$ cat src/rtl/cgp_cmp_sweeper.sv
// Exhaustive sweep driver and checker for CGP pair-sum comparators (a+b) > (c+d).
// Define CMP_SWEEP_HIST_EN to build the false-positive / false-negative counters.
module cgp_cmp_sweeper #(
  parameter int W       = 3,
  parameter int DUT_LAT = 0
) (
  input  logic           clk,
  input  logic           rst,
  input  logic           start,
  output logic           busy,
  output logic           done,
  output logic [W-1:0]   input_a,
  output logic [W-1:0]   input_b,
  output logic [W-1:0]   input_c,
  output logic [W-1:0]   input_d,
  input  logic           cgp_out,
  output logic [4*W:0]   err_count,
  output logic [4*W-1:0] first_err_vec,
  output logic           first_err_valid,
  output logic [4*W:0]   fp_count,
  output logic [4*W:0]   fn_count
);

  localparam int VW  = 4 * W;
  localparam int CW  = 4 * W + 1;
  localparam int LCW = (DUT_LAT > 1) ? $clog2(DUT_LAT) : 1;

  localparam logic [VW-1:0]  V_ZERO    = {VW{1'b0}};
  localparam logic [VW-1:0]  V_ONE     = VW'(1);
  localparam logic [VW-1:0]  V_LAST    = {VW{1'b1}};
  localparam logic [CW-1:0]  C_ZERO    = {CW{1'b0}};
  localparam logic [CW-1:0]  C_ONE     = CW'(1);
  localparam logic [LCW-1:0] L_ZERO    = {LCW{1'b0}};
  localparam logic [LCW-1:0] L_ONE     = LCW'(1);
  localparam logic [LCW-1:0] L_RELOAD  = LCW'(DUT_LAT - 1);

  typedef enum logic [1:0] {
    ST_IDLE  = 2'd0,
    ST_RUN   = 2'd1,
    ST_DRAIN = 2'd2,
    ST_DONE  = 2'd3
  } state_t;

  state_t         state_r;
  state_t         state_nxt_s;
  logic [VW-1:0]  vec_r;
  logic [LCW-1:0] drain_cnt_r;
  logic           busy_r;
  logic           done_r;
  logic [CW-1:0]  err_r;
  logic [VW-1:0]  first_vec_r;
  logic           first_valid_r;

  logic           stg0_valid_s;
  logic           stg0_exact_s;
  logic           al_valid_s;
  logic           al_exact_s;
  logic [VW-1:0]  al_vec_s;
  logic           mism_s;
  logic           clear_s;

  // Reference comparison: both pair sums carried at W+1 bits so nothing overflows.
  function automatic logic exact_gt(input logic [VW-1:0] v);
    logic [W:0] sum_ab;
    logic [W:0] sum_cd;
    sum_ab = {1'b0, v[4*W-1:3*W]} + {1'b0, v[3*W-1:2*W]};
    sum_cd = {1'b0, v[2*W-1:W]}   + {1'b0, v[W-1:0]};
    return (sum_ab > sum_cd);
  endfunction

  // Next-state logic for the sweep sequencer.
  always_comb begin
    state_nxt_s = state_r;
    case (state_r)
      ST_IDLE: begin
        if (start) state_nxt_s = ST_RUN;
        else       state_nxt_s = ST_IDLE;
      end
      ST_RUN: begin
        if (vec_r == V_LAST) state_nxt_s = (DUT_LAT == 0) ? ST_DONE : ST_DRAIN;
        else                 state_nxt_s = ST_RUN;
      end
      ST_DRAIN: begin
        if (drain_cnt_r == L_ZERO) state_nxt_s = ST_DONE;
        else                       state_nxt_s = ST_DRAIN;
      end
      ST_DONE: state_nxt_s = ST_IDLE;
      default: state_nxt_s = ST_IDLE;
    endcase
  end

  // State, vector index, drain counter and registered status flags.
  always_ff @(posedge clk) begin
    if (rst) begin
      state_r     <= ST_IDLE;
      vec_r       <= V_ZERO;
      drain_cnt_r <= L_ZERO;
      busy_r      <= 1'b0;
      done_r      <= 1'b0;
    end else begin
      state_r <= state_nxt_s;
      busy_r  <= (state_nxt_s == ST_RUN) || (state_nxt_s == ST_DRAIN);
      done_r  <= (state_nxt_s == ST_DONE);
      // vec_r doubles as the operand register, so it is parked at zero outside RUN.
      if ((state_r == ST_RUN) && (state_nxt_s == ST_RUN)) vec_r <= vec_r + V_ONE;
      else                                                 vec_r <= V_ZERO;
      if ((state_r == ST_RUN) && (state_nxt_s == ST_DRAIN)) drain_cnt_r <= L_RELOAD;
      else if (state_r == ST_DRAIN)                          drain_cnt_r <= drain_cnt_r - L_ONE;
      else                                                   drain_cnt_r <= drain_cnt_r;
    end
  end

  assign stg0_valid_s = (state_r == ST_RUN);
  assign stg0_exact_s = exact_gt(vec_r);

  generate
    if (DUT_LAT == 0) begin : g_nolat
      assign al_valid_s = stg0_valid_s;
      assign al_exact_s = stg0_exact_s;
      assign al_vec_s   = vec_r;
    end else begin : g_lat
      logic [DUT_LAT-1:0] dl_valid_r;
      logic [DUT_LAT-1:0] dl_exact_r;
      logic [VW-1:0]      dl_vec_r [DUT_LAT];

      // Delay the expected result and its index so they meet cgp_out.
      always_ff @(posedge clk) begin
        if (rst) begin
          dl_valid_r <= {DUT_LAT{1'b0}};
          dl_exact_r <= {DUT_LAT{1'b0}};
          for (int i = 0; i < DUT_LAT; i++) dl_vec_r[i] <= V_ZERO;
        end else begin
          dl_valid_r[0] <= stg0_valid_s;
          dl_exact_r[0] <= stg0_exact_s;
          dl_vec_r[0]   <= vec_r;
          for (int i = 1; i < DUT_LAT; i++) begin
            dl_valid_r[i] <= dl_valid_r[i-1];
            dl_exact_r[i] <= dl_exact_r[i-1];
            dl_vec_r[i]   <= dl_vec_r[i-1];
          end
        end
      end

      assign al_valid_s = dl_valid_r[DUT_LAT-1];
      assign al_exact_s = dl_exact_r[DUT_LAT-1];
      assign al_vec_s   = dl_vec_r[DUT_LAT-1];
    end
  endgenerate

  assign mism_s  = al_valid_s && (cgp_out != al_exact_s);
  assign clear_s = (state_r == ST_IDLE) && start;

  // Mismatch statistics; cleared as a sweep is launched, held afterwards.
  always_ff @(posedge clk) begin
    if (rst || clear_s) begin
      err_r         <= C_ZERO;
      first_vec_r   <= V_ZERO;
      first_valid_r <= 1'b0;
    end else if (mism_s) begin
      err_r <= err_r + C_ONE;
      if (!first_valid_r) begin
        first_vec_r   <= al_vec_s;
        first_valid_r <= 1'b1;
      end else begin
        first_vec_r   <= first_vec_r;
        first_valid_r <= first_valid_r;
      end
    end else begin
      err_r <= err_r;
    end
  end

`ifdef CMP_SWEEP_HIST_EN
  logic [CW-1:0] fp_r;
  logic [CW-1:0] fn_r;

  // Split mismatches by direction: fp when the DUT says 1 but exact is 0.
  always_ff @(posedge clk) begin
    if (rst || clear_s) begin
      fp_r <= C_ZERO;
      fn_r <= C_ZERO;
    end else if (mism_s) begin
      if (cgp_out) fp_r <= fp_r + C_ONE;
      else         fn_r <= fn_r + C_ONE;
    end else begin
      fp_r <= fp_r;
      fn_r <= fn_r;
    end
  end

  assign fp_count = fp_r;
  assign fn_count = fn_r;
`else
  assign fp_count = C_ZERO;
  assign fn_count = C_ZERO;
`endif

  assign busy            = busy_r;
  assign done            = done_r;
  assign input_a         = vec_r[4*W-1:3*W];
  assign input_b         = vec_r[3*W-1:2*W];
  assign input_c         = vec_r[2*W-1:W];
  assign input_d         = vec_r[W-1:0];
  assign err_count       = err_r;
  assign first_err_vec   = first_vec_r;
  assign first_err_valid = first_valid_r;

endmodule

$ cat config.mk
export PLATFORM = sky130hd
export DESIGN_NAME = cgp_cmp_sweeper
export DESIGN_NICKNAME = d
export VERILOG_FILES = /design/src/rtl/cgp_cmp_sweeper.sv
export SDC_FILE = /design/constraint.sdc
export NUM_CORES = 1
export LEC_CHECK = 0
export ABC_AREA = 1
export CAP_MARGIN = 20
export CELL_PAD_IN_SITES_DETAIL_PLACEMENT = 0
export CELL_PAD_IN_SITES_GLOBAL_PLACEMENT = 1
export CORE_MARGIN = 1
export CORE_UTILIZATION = 31
export DETAILED_ROUTE_END_ITERATION = 10
export GPL_TIMING_DRIVEN = 0
export PLACE_DENSITY = 0.77
export SLEW_MARGIN = 20
export SYNTH_ARGS = -nofsm -noshare
export SYNTH_HDL_FRONTEND = slang
export SYNTH_SLANG_ARGS = --single-unit
$ cat constraint.sdc
create_clock -name clk -period 2.2 [get_ports clk]
set_input_delay 0.33 -clock clk [delete_from_list [all_inputs] [get_ports clk]]
set_output_delay 0.33 -clock clk [all_outputs]
set_load 0.02 [all_outputs]
==> impl_summary.txt <==
----------------------------------------------------
[Setup path]
  Data arrival time of the critical path ... 2.61 ns
  Cell depth of the worst flop-to-flop path ... 11
  Max FO, Critical Path ... 7
  RR Startpoint ... al_vec_s[4]
  Terminus of the critical flop-to-flop path ... first_err_vec[1]
  Element type at the critical path end ... flip-flop
  Reg-to-reg slack, setup ... -0.20 ns
  Data required, critical path ... 2.40 ns
  Path type of the worst setup path ... flip-flop to flip-flop
  Launching element type of the critical path ... flip-flop

[Yosys]
  Synth unique cells ... 30
  Warnings from Yosys ... 0
  Post-Synthesis Cell Area ... 2500 um^2
  Synthesized netlist cell count ... 340
  Async set-reset flop share out of synthesis ... 0%
  Register area share after synthesis ... 34.5%
  Prevailing post-synth register cell ... sky130_fd_sc_hd__dfxtp_1
  Count of flip-flops with a built-in enable after synthesis ... 0
  Avg Cell Area, Syn ... 7.35 um^2
  Number of storage elements in the synthesis netlist ... 43

[Clock tree]
  Maximum level of the CTS H-tree ... 2
  Post-CTS clock slew at the launch and capture registers of the worst setup and hold paths ... 0.10 ns
  Number of hold buffers added after CTS ... 0
  Clock tree buffer depth ... 2
  Number of sinks on the clock net ... 43
  Number of buffers inserted during clock tree synthesis ... 5
  Clock tree root buffer cell ... sky130_fd_sc_hd__clkbuf_8
  Worst-skew pair later-pin latency ... 0.31 ns
  TritonCTS clock tree ... built

[Power and ir drop]
  Combinational Power Share ... 17.2%
  Pint ... 1.30 mW
  Worst IR Drop VDD ... 0.309 mV
  Proportion of total power due to net switching ... 27.3%
  Power share of the clock group ... 37.8%
  Share of power burned in registers ... 45.0%
  Leak ... 1.53 nW
  Net switching power figure ... 487 uW
  Pwr per Cell Area ... 496 nW/um^2

[Global routing]
  Number of antenna violations at the first check in global routing ... 0
  Overall track demand over capacity in global routing ... 14.9%
  Via count of the first global-routing pass ... 2078
  Total gr overflow ... 0
  Pin count of the biggest net entering global routing ... 15
  Wire length of the first global-routing pass ... 9.82 mm

[Cells and area]
  Number of nets at the end of the flow ... 449
  Final-layout fill cell count ... 785
  Design area ... 3590 um^2
  Layout area overhead ... 43.7%
  Final Util ... 46.2%
  Final Instance Count excl. Fillers ... 531
  # diodes ... 0
  Layout cells sized above 1 ... 25.4%

[Routing]
  Sum of routed wire length over all layers ... 5.89 mm
  Vias after detailed routing ... 2256
  Number of routed nets with antenna violations ... 0
  Post-route DRC violation count ... 0
  Via-to-Cell Ratio ... 4.25
  Count of TritonRoute iterations in the first routing pass ... 4
  DR iter-0 viols ... 49
  Detail-routed net length per standard cell ... 11.1 um

[Hold path]
  Min-Delay Path Depth ... 2
  Startpoint of the tightest hold check path ... drain_cnt_r
  Type of the tightest min-delay check ... flip-flop to flip-flop
  WHS Endpoint ... drain_cnt_r

[Floorplanning]
  Area of the die ... 8420 um^2
  Core footprint ... 7770 um^2
  Die boundary width ... 91.8 um
  Std-Cell Rows ... 32
  Starting Density ... 32.2%
  Die Height ... 91.8 um
  Ports placed on the boundary ... 70

[Timing]
  Number of hold-slack violations in the final timing report ... 0
  Period utilisation layout ... 109%
  Setup repair after global routing missed its margin ... yes
  Time the final worst path needs with I/O delays and setup ... 2.40 ns
  Setup Skew ... 0.0129 ns
  Max Clk Rate ... 0.416 GHz
  Min setup slack post-route ... -0.205 ns
  Total count of max-transition violations in the final report ... 0
  Total of endpoints with negative setup slack in the final report ... 31

[Job]
  Max-cap check violation count ... 0

[Placed design]
  Buffers added on ports ... 43
  Last weighted congestion value of the routability-driven placer ... 0.824
  Placed cell count ... 510
  Cell area after placement ... 3210 um^2
  Final HPWL from detailed placement ... 4.28 mm

[Outcome]
  Failing checks ... negative setup slack
  Run status ... complete, but fails checks

----------------------------------------------------
[worst max-delay path, cell delays in order (launching register included)]
cell                        delay [ns]
sky130_fd_sc_hd__dfxtp_2          0.44
sky130_fd_sc_hd__ha_1             0.26
sky130_fd_sc_hd__a21o_1           0.18
sky130_fd_sc_hd__a21oi_1          0.12
sky130_fd_sc_hd__ha_1             0.26
sky130_fd_sc_hd__a21oi_1          0.28
sky130_fd_sc_hd__nand2_4          0.11
sky130_fd_sc_hd__nand3_4          0.12
sky130_fd_sc_hd__nand4_4          0.18
sky130_fd_sc_hd__clkbuf_16        0.21
sky130_fd_sc_hd__nor2_2           0.09
sky130_fd_sc_hd__nor2_2           0.05
[registers in the layout (all words and copies together) (netlist names)]
name,flops
err_count,13
al_vec_s,12
first_err_vec,12
state_r,2
busy,1
done,1
drain_cnt_r,1
first_err_valid,1
[placed cells by master, fill, tap and decap left out, types with 5 or more instances in the layout]
master and count:
sky130_fd_sc_hd__a21oi_1 23, sky130_fd_sc_hd__buf_4 36, sky130_fd_sc_hd__clkbuf_8 6, sky130_fd_sc_hd__clkdlybuf4s50_1 43, sky130_fd_sc_hd__conb_1 26, sky130_fd_sc_hd__dfxtp_1 35
sky130_fd_sc_hd__ha_1 12, sky130_fd_sc_hd__inv_1 35, sky130_fd_sc_hd__inv_2 9, sky130_fd_sc_hd__nand2_1 58, sky130_fd_sc_hd__nand2_2 8, sky130_fd_sc_hd__nand2_4 5
sky130_fd_sc_hd__nand3_1 7, sky130_fd_sc_hd__nand4_1 13, sky130_fd_sc_hd__nor2_1 40, sky130_fd_sc_hd__nor2_2 9, sky130_fd_sc_hd__xnor2_1 6, sky130_fd_sc_hd__xor2_1 9
[synthesized netlist by cell type (2+ instances only)]
| master | n | area share [%] |
|---|---|---|
| sky130_fd_sc_hd__nand2_1 | 70 | 11 |
| sky130_fd_sc_hd__nor2_1 | 46 | 6.9 |
| sky130_fd_sc_hd__dfxtp_1 | 43 | 34 |
| sky130_fd_sc_hd__inv_1 | 35 | 5.3 |
| sky130_fd_sc_hd__buf_4 | 28 | 8.4 |
| sky130_fd_sc_hd__a21oi_1 | 24 | 4.8 |
| sky130_fd_sc_hd__ha_1 | 15 | 7.5 |
| sky130_fd_sc_hd__nand4_1 | 13 | 3.3 |
| sky130_fd_sc_hd__inv_2 | 9 | 1.4 |
| sky130_fd_sc_hd__xor2_1 | 9 | 3.2 |
| sky130_fd_sc_hd__nand3_1 | 8 | 1.6 |
| sky130_fd_sc_hd__xnor2_1 | 6 | 2.1 |
| sky130_fd_sc_hd__nor2_2 | 5 | 1.3 |
| sky130_fd_sc_hd__buf_2 | 4 | 0.80 |
| sky130_fd_sc_hd__nand3_2 | 4 | 1.6 |
| sky130_fd_sc_hd__o21ai_0 | 4 | 0.80 |
| sky130_fd_sc_hd__nor3_1 | 3 | 0.60 |
| sky130_fd_sc_hd__fa_1 | 2 | 1.6 |
[worst max-delay path by stage]
stage	from	to	slack, ns	depth (start not counted)
global placement	al_vec_s[9]	first_err_vec[2]	-0.19	13
floorplan	al_vec_s[3]	first_err_vec[10]	-0.02	14
detailed placement	al_vec_s[0]	first_err_vec[2]	-0.22	14
CTS	al_vec_s[0]	first_err_vec[11]	-0.13	14
finish	al_vec_s[4]	first_err_vec[1]	-0.20	11
global route	al_vec_s[4]	first_err_vec[3]	-0.35	12
[layout make-up]
cell class                 instances  area (um^2)  area share (%)
clock inverter                     2         38.8            1.08
sequential                        43          881            24.5
inverter                          44          165            4.60
timing repair buffer              56          566            15.8
multi-input combinational        244         1470            40.9
buffer                            34          262            7.28
clock buffer                       6         82.6            2.30
tap                              102          128            3.56
[metrics by stage]
stage | setup WS, ns | power [mW] | hold WS [ns] | TNS (ns)
after global routing | -0.354 | 1.87 | 0.495 | -9.14
final | -0.205 | 1.78 | 0.469 | -3.97
after floorplan | -0.0197 | 1.01 | 0.397 | -0.214
after detailed placement | -0.218 | 1.08 | 0.457 | -4.56
after CTS | -0.129 | 1.77 | 0.470 | -2.83
after global placement | -0.194 | 1.08 | 0.447 | -3.64
[power by group through the flow]
stage	clock, mW	combinational, mW	sequential (mW)
2_1_floorplan	0	0.170	0.838
3_3_place_gp	0	0.254	0.821
3_5_place_dp	0	0.256	0.821
4_1_cts	0.685	0.283	0.802
5_1_grt	0.727	0.336	0.805
6_report	0.674	0.306	0.802
[logic make-up after synthesis]
kind of cell | Yosys count | share of synthesized area, %
and+or+nand+nor | 154 | 27.8
adders and majority gates | 17 | 9.11
buffers and inverters | 78 | 16.4
xor gates and xnor gates | 15 | 5.26
AOI/OAI and AO/OA | 32 | 6.76
other | 1 | 0.150
DFF | 43 | 34.5
[per-layer routing]
metal	up-vias	wire [um]	global-route usage, %
li1	1188	-	-
met1	1009	2750	18.9
met2	52	2820	25.1
met3	7	257	3.15
met4	0	58	4.69
met5	-	0	0
[timing repair]
action / CTS / global route
endpoints found under the setup margin: 31 / 38
cloned: 2 / 1
gates resized for setup: 14 / 24
setup buffers: 9 / 1
pin swaps: 2 / 10
Power figures use the tool's default switching activity.
